==> config.mk <==
export PLATFORM = sky130hd
export DESIGN_NAME = scalar_wb_queue_flat
export DESIGN_NICKNAME = d
export VERILOG_FILES = /design/src/rtl/scalar_wb_queue_pkg.sv /design/src/rtl/scalar_wb_queue_if.sv /design/src/rtl/scalar_wb_queue_fifo.sv /design/src/rtl/scalar_wb_queue.sv /design/src/flat_wrapper.sv
export SDC_FILE = /design/constraint.sdc
export NUM_CORES = 1
export LEC_CHECK = 0
export BUFFER_PORTS_ARGS = -buffer_cell sky130_fd_sc_hd__clkbuf_2
export CORE_ASPECT_RATIO = 1.4
export CORE_UTILIZATION = 40
export DETAILED_ROUTE_END_ITERATION = 7
export PLACE_DENSITY = 0.65
export SLEW_MARGIN = 20
export SYNTH_ARGS = -nofsm -noshare
export SYNTH_HDL_FRONTEND = slang
export SYNTH_HIERARCHICAL = 1
export SYNTH_SLANG_ARGS = --single-unit
==> constraint.sdc <==
create_clock -name clk -period 7.3 [get_ports clk]
set_input_delay 1.825 -clock clk [delete_from_list [all_inputs] [get_ports clk]]
set_output_delay 1.825 -clock clk [all_outputs]
set_load 0.005 [all_outputs]
==> src/rtl/scalar_wb_queue_pkg.sv <==
// scalar_wb_pkg: default widths and the entry layout shared by the scalar
// writeback queue, its interface and its users.
package scalar_wb_pkg;

    localparam int DATA_WIDTH   = 48;
    localparam int ADDRESSWIDTH = 4;
    localparam int DEPTH        = 8;

    // One pending register-file write: destination register and result.
    typedef struct packed {
        logic [ADDRESSWIDTH-1:0] addr;
        logic [DATA_WIDTH-1:0]   data;
    } wb_entry_t;

    // Occupancy counter width; it must be able to hold DEPTH itself.
    function automatic int count_width(input int depth);
        return $clog2(depth) + 1;
    endfunction

    // Number of results accepted in one cycle (0..2).
    function automatic logic [1:0] push_count(input logic push_a, input logic push_b);
        return {1'b0, push_a} + {1'b0, push_b};
    endfunction

endpackage

==> src/rtl/scalar_wb_queue_if.sv <==
// scalar_wb_queue_if: result inputs from execute/memory, the register-file
// write port and queue occupancy. Build option WB_BYPASS_EN adds the two
// forwarding lookup ports used by decode.
interface scalar_wb_queue_if #(
    parameter int DATA_WIDTH   = scalar_wb_pkg::DATA_WIDTH,
    parameter int ADDRESSWIDTH = scalar_wb_pkg::ADDRESSWIDTH,
    parameter int DEPTH        = scalar_wb_pkg::DEPTH
);

    logic                      alu_valid;
    logic [ADDRESSWIDTH-1:0]   alu_addr;
    logic [DATA_WIDTH-1:0]     alu_data;
    logic                      mem_valid;
    logic [ADDRESSWIDTH-1:0]   mem_addr;
    logic [DATA_WIDTH-1:0]     mem_data;
    logic                      in_ready;
    logic                      wb_we;
    logic [ADDRESSWIDTH-1:0]   wb_wa;
    logic [DATA_WIDTH-1:0]     wb_wd;
    logic [$clog2(DEPTH):0]    count;
`ifdef WB_BYPASS_EN
    logic [ADDRESSWIDTH-1:0]   byp_ra1;
    logic [ADDRESSWIDTH-1:0]   byp_ra2;
    logic                      byp_hit1;
    logic                      byp_hit2;
    logic [DATA_WIDTH-1:0]     byp_data1;
    logic [DATA_WIDTH-1:0]     byp_data2;
`endif

    // Producer / consumer side (pipeline stages and register file).
    modport master (
        output alu_valid, alu_addr, alu_data, mem_valid, mem_addr, mem_data,
`ifdef WB_BYPASS_EN
        output byp_ra1, byp_ra2,
        input  byp_hit1, byp_hit2, byp_data1, byp_data2,
`endif
        input  in_ready, wb_we, wb_wa, wb_wd, count
    );

    // Queue side.
    modport slave (
        input  alu_valid, alu_addr, alu_data, mem_valid, mem_addr, mem_data,
`ifdef WB_BYPASS_EN
        input  byp_ra1, byp_ra2,
        output byp_hit1, byp_hit2, byp_data1, byp_data2,
`endif
        output in_ready, wb_we, wb_wa, wb_wd, count
    );

endinterface

==> src/rtl/scalar_wb_queue_fifo.sv <==
// scalar_wb_fifo: storage for the writeback queue. Two write ports (port A is
// the older result when both write), one read port at the head, wrapping
// pointers and an occupancy count. Full/empty are judged from the count.
// With WB_BYPASS_EN the raw slots and head pointer are exported for lookup.
module scalar_wb_fifo #(
    parameter int DATA_WIDTH   = scalar_wb_pkg::DATA_WIDTH,
    parameter int ADDRESSWIDTH = scalar_wb_pkg::ADDRESSWIDTH,
    parameter int DEPTH        = scalar_wb_pkg::DEPTH
) (
    input  logic                      clk,
    input  logic                      rst,
    input  logic                      push_a,
    input  logic [ADDRESSWIDTH-1:0]   a_addr,
    input  logic [DATA_WIDTH-1:0]     a_data,
    input  logic                      push_b,
    input  logic [ADDRESSWIDTH-1:0]   b_addr,
    input  logic [DATA_WIDTH-1:0]     b_data,
    input  logic                      pop,
    output logic [ADDRESSWIDTH-1:0]   head_addr,
    output logic [DATA_WIDTH-1:0]     head_data,
`ifdef WB_BYPASS_EN
    output logic [$clog2(DEPTH)-1:0]  head_ptr,
    output logic [ADDRESSWIDTH-1:0]   ent_addr [DEPTH],
    output logic [DATA_WIDTH-1:0]     ent_data [DEPTH],
`endif
    output logic [$clog2(DEPTH):0]    count
);
    import scalar_wb_pkg::*;

    localparam int PW = $clog2(DEPTH);
    localparam int CW = count_width(DEPTH);

    logic [ADDRESSWIDTH-1:0] addr_r [DEPTH];
    logic [DATA_WIDTH-1:0]   data_r [DEPTH];
    logic [PW-1:0]           head_r;
    logic [PW-1:0]           tail_r;
    logic [CW-1:0]           count_r;
    logic [PW-1:0]           tail_b_s;
    logic [1:0]              push_cnt_s;

    // Port B lands right behind port A when both write, otherwise at the tail.
    always_comb begin
        push_cnt_s = push_count(push_a, push_b);
        tail_b_s   = tail_r + PW'(push_a);
    end

    // Slot storage; not reset because occupancy alone decides what is live.
    always_ff @(posedge clk) begin
        if (push_a) begin
            addr_r[tail_r] <= a_addr;
            data_r[tail_r] <= a_data;
        end
        if (push_b) begin
            addr_r[tail_b_s] <= b_addr;
            data_r[tail_b_s] <= b_data;
        end
    end

    // Pointers and occupancy; pointers wrap naturally at the power-of-two depth.
    always_ff @(posedge clk) begin
        if (rst) begin
            head_r  <= {PW{1'b0}};
            tail_r  <= {PW{1'b0}};
            count_r <= {CW{1'b0}};
        end else begin
            head_r  <= head_r + PW'(pop);
            tail_r  <= tail_r + PW'(push_cnt_s);
            count_r <= count_r + CW'(push_cnt_s) - CW'(pop);
        end
    end

    assign head_addr = addr_r[head_r];
    assign head_data = data_r[head_r];
    assign count     = count_r;

`ifdef WB_BYPASS_EN
    assign head_ptr = head_r;

    // Expose every slot to the forwarding search in the top level.
    always_comb begin
        for (int i = 0; i < DEPTH; i++) begin
            ent_addr[i] = addr_r[i];
            ent_data[i] = data_r[i];
        end
    end
`endif

endmodule

==> src/rtl/scalar_wb_queue.sv <==
// scalar_wb_queue: in-order writeback queue that owns the single write port
// (we3/wa3/wd3) of the scalar register file. Up to two results per cycle are
// accepted (ALU before load), one is retired per cycle, unconditionally.
// Build option: WB_BYPASS_EN adds two combinational forwarding lookups that
// return the youngest queued value for a register.
module scalar_wb_queue #(
    parameter int DATA_WIDTH   = scalar_wb_pkg::DATA_WIDTH,
    parameter int ADDRESSWIDTH = scalar_wb_pkg::ADDRESSWIDTH,
    parameter int DEPTH        = scalar_wb_pkg::DEPTH
) (
    input  logic             clk,
    input  logic             rst,
    scalar_wb_queue_if.slave bus
);
    import scalar_wb_pkg::*;

    localparam int CW = count_width(DEPTH);

    logic [CW-1:0]           count_s;
    logic                    in_ready_s;
    logic                    alu_push_s;
    logic                    mem_push_s;
    logic                    pop_s;
    logic [ADDRESSWIDTH-1:0] head_addr_s;
    logic [DATA_WIDTH-1:0]   head_data_s;
    logic                    wb_we_s;
    logic [ADDRESSWIDTH-1:0] wb_wa_s;
    logic [DATA_WIDTH-1:0]   wb_wd_s;

`ifdef WB_BYPASS_EN
    localparam int PW = $clog2(DEPTH);

    logic [PW-1:0]           head_ptr_s;
    logic [ADDRESSWIDTH-1:0] ent_addr_s [DEPTH];
    logic [DATA_WIDTH-1:0]   ent_data_s [DEPTH];
    logic                    hit1_s;
    logic                    hit2_s;
    logic [DATA_WIDTH-1:0]   data1_s;
    logic [DATA_WIDTH-1:0]   data2_s;
`endif

    // Admission needs room for two results and looks only at registered
    // occupancy, so ready never depends on this cycle's valids or pop.
    always_comb begin
        in_ready_s = (count_s <= CW'(DEPTH - 2));
        alu_push_s = bus.alu_valid & in_ready_s;
        mem_push_s = bus.mem_valid & in_ready_s;
        pop_s      = (count_s != {CW{1'b0}}) & ~rst;
    end

    scalar_wb_fifo #(
        .DATA_WIDTH   (DATA_WIDTH),
        .ADDRESSWIDTH (ADDRESSWIDTH),
        .DEPTH        (DEPTH)
    ) u_fifo (
        .clk       (clk),
        .rst       (rst),
        .push_a    (alu_push_s),
        .a_addr    (bus.alu_addr),
        .a_data    (bus.alu_data),
        .push_b    (mem_push_s),
        .b_addr    (bus.mem_addr),
        .b_data    (bus.mem_data),
        .pop       (pop_s),
        .head_addr (head_addr_s),
        .head_data (head_data_s),
`ifdef WB_BYPASS_EN
        .head_ptr  (head_ptr_s),
        .ent_addr  (ent_addr_s),
        .ent_data  (ent_data_s),
`endif
        .count     (count_s)
    );

    // Present the head to the register file whenever one exists; a cycle in
    // reset writes nothing, so discarded entries can never reach the file.
    always_comb begin
        if (pop_s) begin
            wb_we_s = 1'b1;
            wb_wa_s = head_addr_s;
            wb_wd_s = head_data_s;
        end else begin
            wb_we_s = 1'b0;
            wb_wa_s = {ADDRESSWIDTH{1'b0}};
            wb_wd_s = {DATA_WIDTH{1'b0}};
        end
    end

    assign bus.in_ready = in_ready_s;
    assign bus.wb_we    = wb_we_s;
    assign bus.wb_wa    = wb_wa_s;
    assign bus.wb_wd    = wb_wd_s;
    assign bus.count    = count_s;

`ifdef WB_BYPASS_EN
    // Walk live slots oldest to youngest so the last match seen is the youngest;
    // the head being retired this cycle still counts as live.
    always_comb begin
        logic [PW-1:0] idx;
        logic          live;
        logic          m1;
        logic          m2;
        idx     = head_ptr_s;
        live    = 1'b0;
        m1      = 1'b0;
        m2      = 1'b0;
        hit1_s  = 1'b0;
        hit2_s  = 1'b0;
        data1_s = {DATA_WIDTH{1'b0}};
        data2_s = {DATA_WIDTH{1'b0}};
        for (int i = 0; i < DEPTH; i++) begin
            idx     = head_ptr_s + PW'(i);
            live    = (CW'(i) < count_s);
            m1      = live && (ent_addr_s[idx] == bus.byp_ra1);
            m2      = live && (ent_addr_s[idx] == bus.byp_ra2);
            hit1_s  = hit1_s | m1;
            hit2_s  = hit2_s | m2;
            data1_s = m1 ? ent_data_s[idx] : data1_s;
            data2_s = m2 ? ent_data_s[idx] : data2_s;
        end
    end

    assign bus.byp_hit1  = hit1_s;
    assign bus.byp_hit2  = hit2_s;
    assign bus.byp_data1 = data1_s;
    assign bus.byp_data2 = data2_s;
`endif

endmodule

==> src/flat_wrapper.sv <==
// flat-port wrapper written by rule: the top's interface ports become plain ports
module scalar_wb_queue_flat import scalar_wb_pkg::*;
#(
    parameter int DATA_WIDTH   = scalar_wb_pkg::DATA_WIDTH,
    parameter int ADDRESSWIDTH = scalar_wb_pkg::ADDRESSWIDTH,
    parameter int DEPTH        = scalar_wb_pkg::DEPTH
)
  (clk, rst, bus_alu_valid, bus_alu_addr, bus_alu_data, bus_mem_valid, bus_mem_addr, bus_mem_data, bus_in_ready, bus_wb_we, bus_wb_wa, bus_wb_wd, bus_count);
  scalar_wb_queue_if #(.DATA_WIDTH(DATA_WIDTH), .ADDRESSWIDTH(ADDRESSWIDTH), .DEPTH(DEPTH)) bus_i ();
  input  logic clk;
  input  logic rst;
  input wire logic [$bits(bus_i.alu_valid)-1:0] bus_alu_valid;
  input wire logic [$bits(bus_i.alu_addr)-1:0] bus_alu_addr;
  input wire logic [$bits(bus_i.alu_data)-1:0] bus_alu_data;
  input wire logic [$bits(bus_i.mem_valid)-1:0] bus_mem_valid;
  input wire logic [$bits(bus_i.mem_addr)-1:0] bus_mem_addr;
  input wire logic [$bits(bus_i.mem_data)-1:0] bus_mem_data;
  output wire logic [$bits(bus_i.in_ready)-1:0] bus_in_ready;
  output wire logic [$bits(bus_i.wb_we)-1:0] bus_wb_we;
  output wire logic [$bits(bus_i.wb_wa)-1:0] bus_wb_wa;
  output wire logic [$bits(bus_i.wb_wd)-1:0] bus_wb_wd;
  output wire logic [$bits(bus_i.count)-1:0] bus_count;
  assign bus_i.alu_valid = bus_alu_valid;
  assign bus_i.alu_addr = bus_alu_addr;
  assign bus_i.alu_data = bus_alu_data;
  assign bus_i.mem_valid = bus_mem_valid;
  assign bus_i.mem_addr = bus_mem_addr;
  assign bus_i.mem_data = bus_mem_data;
  assign bus_in_ready = bus_i.in_ready;
  assign bus_wb_we = bus_i.wb_we;
  assign bus_wb_wa = bus_i.wb_wa;
  assign bus_wb_wd = bus_i.wb_wd;
  assign bus_count = bus_i.count;
  scalar_wb_queue #(.DATA_WIDTH(DATA_WIDTH), .ADDRESSWIDTH(ADDRESSWIDTH), .DEPTH(DEPTH)) u_core (.clk(clk), .rst(rst), .bus(bus_i));
endmodule
==> out/qor.yml, run 1 <==
timing.fmax_ghz: 0.196
min_from: "u_core/u_fifo/count[3]"
grt_pass1_wl_mm: 85.2
ir_drop_mv: 0.196
cts_tree: "yes"
drt-wirelength-per-cell_um: 27.2
start_kind: "flip-flop"
cp.required_ps: 5480
via_per_inst: 5.61
setup_tns_ps: 0
outcome: "completed"
cts_buffers: 45
p_sw_w: 0.00256
max_slew_margin_pct: 25.8
ctsHoldBuffers: 0
cts_root_buf: "clkbuf_16"
final_common_cell: "mux2_2"
track_usage_pct: 21.1
cts_resized: 0
drc: 0
intPower_w: 0.00594
min_path_type: "reg -> reg"
clkLatencyLatePin_ps: 560
post-cts-setup-buffers: 0
synth-edff-count: 416
arrival_ps: 3270
final_nets: 1486
grt_overflow: 0
setup_violations: 0
p_seq_share_pct: 42.2
rsz0062_at_grt: "no"
synthArstFlopShare_pct: 0
drtIter0Drc: 708
yosys_warnings: 6
combPwrFrac_pct: 31.6
portBuffers: 165
ys.flop_type: "edfxtp_1"
antenna_found_initial: 6
drtPass1Iterations: 5
grt_pass1_vias: 13000
fin_skew_ps: 15.5
vias: 11900
post-route-period-util_pct: 69.7
cap_viol_max_count: 0
die_w_um: 199
place_congestion: 0.727
ys_types: 38
start_util_pct: 40.7
cpPeakStageDelay_ps: 1020
grt_max_degree: 54
mostFrequentLayoutCells: "mux2_2, edfxtp_1, clkbuf_2"
tightest_slew_ps: 1110
clk_path_buf_depth: 3
drive_gt1_share_pct: 60.1
clkPwrFrac_pct: 26.2
crit_path_start: "u_core/u_fifo/head_r[1]"
wl_mm: 57.6
p_leak_nw: 8.06
maxSlewViolCount: 0
ant_nets: 0
crit_path_top_delay_cell: "dfxtp_4"
die_h_um: 278
syn_nets: 1330
hpwl_mm: 32.0
cts_sinks: 426
synth_seq_cells: 426
rows: 100
ioPinCount: 166
crit_path_max_fanout: 46
reg2reg_from: "u_core/u_fifo/count[0]"
clk_pin_slew_ps: 60
final_util_pct: 46.4
crit_type: "reg -> out"
die_area_um2: 55500
powerDensity_nw_per_um2: 342
area_delta_synth_final_pct: 14.0
synthCells: 1208
layout_min_cycle_time_ps: 5090
netlist_area_um2: 21800
ff2ff_setup_slack_ps: 3310
p_sw_share_pct: 30.1
coreArea_um2: 53600
avgSynthCellArea_um2: 18.1
end_kind: "primary output"
cts_max_level: 2
ys_seq_area_share_pct: 58.2
finalHoldViolations: 0
path_cells: "buf_12 > mux4_2 > mux2_2 > nor3b_1 > clkbuf_2"
## per-layer routing
metal  track usage, %  up-vias  wire length (µm)  part of all wire, %
met2             37.7      283             30300                   53
met1             26.1     6267             23100                   40
li1                 -     5239                 -                    -
met3             3.16       75              2730                  4.7
met4             6.22        2              1400                  2.4
met5                0        -                12                0.021
## cell type report
class                   instances  area [µm²]
multi-input cells             688        8720
clock inverters                25         190
well taps                     714         893
clock buffers                  55        1210
flip-flops and latches        426       12700
repair buffers                192        1090
inverters                      11        41.3
diodes                          5        12.5
fillers                      4727       28700
## power groups by stage
stage | registers, W | clock network [W] | logic (W)
2_1_floorplan | 0.00356 | 0 | 0.00186
3_3_place_gp | 0.00362 | 0 | 0.00269
6_report | 0.00359 | 0.00223 | 0.00269
3_5_place_dp | 0.00365 | 0 | 0.00272
4_1_cts | 0.00360 | 0.00227 | 0.00274
5_1_grt | 0.00363 | 0.00235 | 0.00288
## state kept, by name, indices dropped and copies added (netlist names)
register / flops
u_core/u_fifo/count: 4
u_core/u_fifo/data_r: 384
u_core/u_fifo/addr_r: 32
u_core/u_fifo/head_r: 3
u_core/u_fifo/tail_r: 3
## critical path, delay by kind of cell, from the launching register on
kind / cells / cell delay, ps
buffers and inverters: 2 / 610
DFF: 1 / 1020
muxes: 2 / 860
and+or+nand+nor: 1 / 170
## Yosys cell counts, drive strengths merged, types with 3 or more instances
cell	instances	area [µm²]
nand3	3	15.0
edfxtp	416	12500
mux2	468	5270
mux4	104	2340
dfxtp	10	200
nand2	6	25.0
clkbuf	22	82.6
ha	12	150
xor2	3	45.1
nor3b	53	413
nor2	10	42.5
o22ai	3	18.8
nor2b	4	25.0
inv	11	41.3
buf	61	414
xnor2	3	45.1
## path summary, 6_finish.rpt
path | endpoint | cells past startpoint
max | bus_wb_wd[5] | 5
min | u_core/u_fifo/count[3] | 3
max reg2reg | u_core/u_fifo/data_r[7][31] | 8
min reg2reg | u_core/u_fifo/count[3] | 3
## through the flow
stage,std cells,area [µm²],hold slack [ps],worst slack (ps),power (W)
6_report,2116,24900,717,2210,0.00850
4_1_cts,2111,24800,718,2070,0.00860
2_1_floorplan,1208,21800,545,703,0.00542
3_5_place_dp,2031,23400,705,2320,0.00636
5_1_grt,2116,24900,760,1980,0.00887
3_3_place_gp,2031,23400,687,2340,0.00631
## cell families after synthesis
logic type | count (synthesis) | synth area share [%]
buffers and inverters | 94 | 2.47
XOR/XNOR | 6 | 0.413
adder cells (fa/ha/maj) | 14 | 0.872
flip-flops | 426 | 58.2
multiplexers | 572 | 34.9
AO/OA/AOI/OAI | 12 | 0.361
AND/OR/NAND/NOR | 84 | 2.78
Power figures use the tool's default switching activity.
==> inputs of run 2 (changes only) <==
--- a/config.mk
+++ b/config.mk
@@ -5,11 +5,12 @@
 export SDC_FILE = /design/constraint.sdc
 export NUM_CORES = 1
 export LEC_CHECK = 0
+export ABC_AREA = 1
 export BUFFER_PORTS_ARGS = -buffer_cell sky130_fd_sc_hd__clkbuf_2
 export CORE_ASPECT_RATIO = 1.4
 export CORE_UTILIZATION = 40
 export DETAILED_ROUTE_END_ITERATION = 7
-export PLACE_DENSITY = 0.65
+export PLACE_DENSITY = 0.67
 export SLEW_MARGIN = 20
 export SYNTH_ARGS = -nofsm -noshare
 export SYNTH_HDL_FRONTEND = slang
==> constraint.sdc (replaced) <==
create_clock -name clk -period 4.2 [get_ports clk]
set_input_delay 1.05 -clock clk [delete_from_list [all_inputs] [get_ports clk]]
set_output_delay 1.05 -clock clk [all_outputs]
set_load 0.005 [all_outputs]
==> run 2 against run 1 <==
Hold slack got worse by 60 ps. Routed wire length increased by 38%. Design area increased by 14%. Clock power increased by 76%. Critical endpoint is now bus_wb_wd[24]. Largest cell class unchanged. Largest power group is now combinational logic.
==> out/qor.yml, run 2 <==
synth_seq_cells: 426
crit_family: "buffers and inverters"
clk_path_buf_depth: 3
cap_viol_max_count: 0
synth_top_area_cell: "edfxtp_1"
mostFrequentLayoutCells: "nand2_1, nand3_1, inv_1"
vias: 22200
cp_common_cell: "nand2_1"
grt_max_degree: 149
grt_overflow: 0
cts_buffers: 42
outcome: "completed"
cts_root_buf: "clkbuf_16"
gr-usage-met2_pct: 45.4
finalHoldViolations: 0
min_path_type: "reg -> reg"
p_leak_nw: 14.3
antenna_found_initial: 11
layout_min_cycle_time_ps: 3790
syn_nets: 3629
clkLatencyLatePin_ps: 560
place_congestion: 0.804
arrival_ps: 2740
drtPass1Iterations: 5
die_w_um: 217
end_kind: "primary output"
grt_pass1_vias: 21300
cpPeakStageDelay_ps: 610
cts_resized: 0
drive_gt1_share_pct: 9.25
coreArea_um2: 63400
netlist_area_um2: 25800
synthCells: 3507
timing.fmax_ghz: 0.264
post-route-period-util_pct: 90.2
drtIter0Drc: 1904
busiest_layer: "met2"
fin_ws_ps: 414
fillers: 6227
ir_drop_mv: 0.668
grt_pass1_wl_mm: 121
top_register: "u_core/u_fifo/data_r"
synth.area.top_cells: "edfxtp_1, nand2_1, nand3_1"
maxSlewViolCount: 0
track_usage_pct: 24.0
area_delta_synth_final_pct: 10.2
grt_use_met1_pct: 26.3
final_common_cell: "nand2_1"
setup_violations: 0
ctsHoldBuffers: 0
die_h_um: 302
powerDensity_nw_per_um2: 660
multi_input_area_um2: 9730
ys_types: 26
cts_max_level: 2
gr-usage-met3_pct: 2.70
start_kind: "flip-flop"
avgSynthCellArea_um2: 7.35
ys_seq_area_share_pct: 49.2
cts_sinks: 426
area.sequential_um2: 12700
cp.required_ps: 3150
place_ws_ps: 548
path_cells: "inv_6 > buf_12 > nand2_1 > nand3_1 > nand2_1 > nand2_1 > nand2_1 > inv_1 > nor2_1 > clkbuf_2"
die_area_um2: 65500
fin_skew_ps: 21.1
yosysMostFrequentCell: "nand2_1"
start_util_pct: 40.7
synth-edff-count: 416
clk_pin_slew_ps: 60
drc: 0
tightest_slew_ps: 1080
critPathBufInv: 4
crit_path_top_delay_cell: "dfxtp_4"
max_slew_margin_pct: 27.5
synthArstFlopShare_pct: 0
portBuffers: 165
fin_hold_ws_ps: 657
synth_common_cells: "nand2_1, nand3_1, inv_1, edfxtp_1, buf_2"
synth_top_area_share_pct: 48.5
ant_nets: 0
rsz0062_at_grt: "no"
drt-wirelength-per-cell_um: 18.3
crit_path_max_fanout: 66
setup_tns_ps: 0
largest_register_ffs: 384
crit_type: "reg -> out"
ys.flop_type: "edfxtp_1"
yosys_warnings: 6
cts_tree: "yes"
post-cts-setup-buffers: 0
via_per_inst: 5.12
hpwl_mm: 45.7
finalPower_w: 0.0188
final_nets: 3579
ioPinCount: 166
rows: 109
wl_mm: 79.3
-- run 2: worst register-to-register path: stages, from the launching register on --
cell	delay, ps
dfxtp_1	350
nor2_2	130
inv_1	70
a21boi_0	440
ha_1	270
ha_1	310
inv_1	290
nand3_4	120
o21ai_4	370
buf_4	390
-- run 2: final timing paths --
| check | slack, ps | to | cells past startpoint | from |
|---|---|---|---|---|
| max | 410 | bus_wb_wd[24] | 10 | u_core/u_fifo/head_r[0] |
| min | 660 | u_core/u_fifo/count[0] | 3 | u_core/u_fifo/count[0] |
| min reg2reg | 660 | u_core/u_fifo/count[0] | 3 | u_core/u_fifo/count[0] |
| max reg2reg | 1140 | u_core/u_fifo/data_r[5][43] | 9 | u_core/u_fifo/count[3] |
-- run 2: layout make-up --
cell class / instances / share of cell area (%)
sequential: 426 / 44.7
multi-input combinational: 2262 / 34.2
inverter: 499 / 6.63
timing repair buffer: 226 / 5.80
clock buffer: 57 / 4.12
tap: 832 / 3.66
clock inverter: 21 / 0.784
antenna: 8 / 0.0704
-- run 2: kinds of logic after synthesis --
group / count (synthesis) / share of synthesized area (%)
fa+ha+maj: 14 / 0.738
simple gates: 2233 / 36.0
xor+xnor: 3 / 0.102
buf+inv: 819 / 13.6
compound gates: 12 / 0.252
flops: 426 / 49.2
-- run 2: through the flow --
step | instances | cell area (µm²) | util (%)
detailed placement | 4245 | 27000 | 42.6
floorplan | 3507 | 25800 | -
CTS | 4323 | 28400 | 44.8
finish | 4331 | 28400 | 44.8
global route | 4331 | 28400 | 44.8
global placement | 4243 | 27000 | 42.5
-- run 2: metal layers --
layer,wire [µm],share of wire (%),up-vias
met2,42000,53,877
met4,3310,4.2,6
met5,37,0.047,-
met1,29000,37,10400
li1,-,-,10800
met3,4920,6.2,183
-- run 2: where the power goes --
part           total (W)  switching, W  internal [W]
registers        0.00635      0.000275       0.00608
clock network    0.00393       0.00166       0.00226
logic            0.00849       0.00615       0.00233
total             0.0188       0.00809        0.0107
==> inputs of run 3 (changes only) <==
--- a/config.mk
+++ b/config.mk
@@ -5,11 +5,11 @@
 export SDC_FILE = /design/constraint.sdc
 export NUM_CORES = 1
 export LEC_CHECK = 0
-export ABC_AREA = 1
 export BUFFER_PORTS_ARGS = -buffer_cell sky130_fd_sc_hd__clkbuf_2
 export CORE_ASPECT_RATIO = 1.4
 export CORE_UTILIZATION = 40
 export DETAILED_ROUTE_END_ITERATION = 7
+export GPL_TIMING_DRIVEN = 0
 export PLACE_DENSITY = 0.67
 export SLEW_MARGIN = 20
 export SYNTH_ARGS = -nofsm -noshare
==> run 3 against run 2 <==
Clock power fell by 8.7%. Critical path depth fell by 5. Hold slack got worse by 58 ps. Final cell count fell by 49%. Fmax fell by 8.7%. Critical path type unchanged. Largest power group is now sequential cells.
==> out/qor.yml, run 3 (synthesized netlist as in run 1, its figures left out) <==
cts_max_level: 2
finalHoldViolations: 0
post-cts-setup-buffers: 0
drtPass1Iterations: 5
ctsHoldBuffers: 0
top_register: "u_core/u_fifo/data_r"
p_sw_w: 0.00444
crit_path_top_delay_cell: "clkbuf_1"
place_congestion: 0.748
cts_buffers: 42
post-route-period-util_pct: 98.8
ant_nets: 0
end_kind: "primary output"
die_w_um: 199
rows: 100
fin_cells: 2196
area_delta_synth_final_pct: 17.5
dpl_cell_area_um2: 24300
ioPinCount: 166
outcome: "completed"
clk_path_buf_depth: 3
cts_root_buf: "clkbuf_16"
mostFrequentLayoutCells: "mux2_2, edfxtp_1, clkbuf_2"
drive_gt1_share_pct: 60.5
clk_pin_slew_ps: 70
wl_mm: 58.1
reg2regPathDepth: 11
grt_overflow: 0
fin_skew_ps: 12.9
maxSlewViolCount: 0
start_kind: "flip-flop"
setup_violations: 0
die_h_um: 278
via_per_inst: 5.58
worstHoldPathCells: 2
crit_type: "reg -> out"
timing.fmax_ghz: 0.241
max_slew_margin_pct: 21.2
reg2reg_from: "u_core/u_fifo/count[2]"
ir_drop_mv: 0.276
p_seq_share_pct: 40.9
setup_tns_ps: 0
rr_endpoint: "u_core/u_fifo/data_r[0][12]"
drt-wirelength-per-cell_um: 26.5
grt_pass1_vias: 13300
cpPeakStageDelay_ps: 660
fin_area_um2: 25600
cts_sinks: 426
path_cells: "buf_1 > clkbuf_1 > mux2_2 > nor3b_1 > clkbuf_2"
track_usage_pct: 21.2
cp.required_ps: 3150
rsz0062_at_grt: "no"
clkPwrFrac_pct: 24.1
combPwrFrac_pct: 35.0
ff2ff_setup_slack_ps: 420
drtIter0Drc: 761
final_nets: 1568
largest_register_ffs: 384
powerDensity_nw_per_um2: 581
crit_path_max_fanout: 10
layout_min_cycle_time_ps: 4150
portBuffers: 164
grt_max_degree: 18
coreArea_um2: 53600
cap_viol_max_count: 0
intPower_w: 0.0104
place_inst: 2117
arrival_ps: 3100
p_sw_share_pct: 29.8
clkLatencyLatePin_ps: 550
grt_pass1_wl_mm: 85.5
start_util_pct: 40.7
final_common_cell: "mux2_2"
min_path_type: "reg -> reg"
antenna_found_initial: 9
p_leak_nw: 8.46
cts_tree: "yes"
vias: 12300
drc: 0
min_from: "u_core/u_fifo/head_r[0]"
tightest_slew_ps: 1170
hpwl_mm: 39.2
die_area_um2: 55500
min_to: "u_core/u_fifo/head_r[0]"
[run 3: how the worst max path moves through the flow]
stage	start	to
finish	u_core/u_fifo/head_r[0]	bus_wb_wd[33]
global route	u_core/u_fifo/head_r[0]	bus_wb_wd[33]
CTS	u_core/u_fifo/head_r[1]	bus_wb_wd[44]
detailed placement	bus_alu_valid	u_core/u_fifo/data_r[0][12]
global placement	bus_alu_valid	u_core/u_fifo/data_r[6][12]
floorplan	bus_alu_valid	u_core/u_fifo/addr_r[6][0]
[run 3: area by class of cell]
cell class                      count  area, µm²
Fill cell                        4628      27900
Sequential cell                   426      12700
Multi-Input combinational cell    688       8690
Timing Repair Buffer              195       1510
Clock buffer                       53       1110
Tap cell                          714        893
Buffer                             82        523
Clock inverter                     21        148
Inverter                           11       41.3
Antenna cell                        6       15.0
[run 3: layer usage]
layer | vias to the layer above | share of wire (%) | track usage, %
li1 | 5404 | - | -
met1 | 6398 | 40 | 25.9
met2 | 355 | 53 | 37.5
met3 | 90 | 4.8 | 3.34
met4 | 6 | 2.7 | 7.67
met5 | - | 0.064 | 0
[run 3: repair_timing]
item	in CTS	in global routing
resized for setup	12	1
cloned	0	0
endpoints found under the setup margin	52	9
[run 3: critical path: cells and delay by family (launching register included)]
kind | cells | cell delay (ps)
buffers and inverters | 3 | 1370
muxes | 1 | 290
DFF | 1 | 330
and+or+nand+nor | 1 | 550
[run 3: per-stage QoR]
stage	setup WS, ps	power (W)	util, %	hold slack (ps)
2_1_floorplan	-733	0.00939	-	545
3_3_place_gp	-3770	0.0110	44.0	556
3_5_place_dp	-43.1	0.0114	45.4	584
4_1_cts	13.9	0.0150	47.8	600
5_1_grt	8.97	0.0155	47.8	631
6_report	51.6	0.0149	47.8	598
[run 3: power groups by stage]
stage               combinational (W)  sequential (W)  clock (W)
detailed placement            0.00525         0.00618          0
global route                  0.00553         0.00616    0.00382
CTS                           0.00528         0.00609    0.00367
finish                        0.00520         0.00608    0.00359
floorplan                     0.00326         0.00613          0
global placement              0.00477         0.00626          0
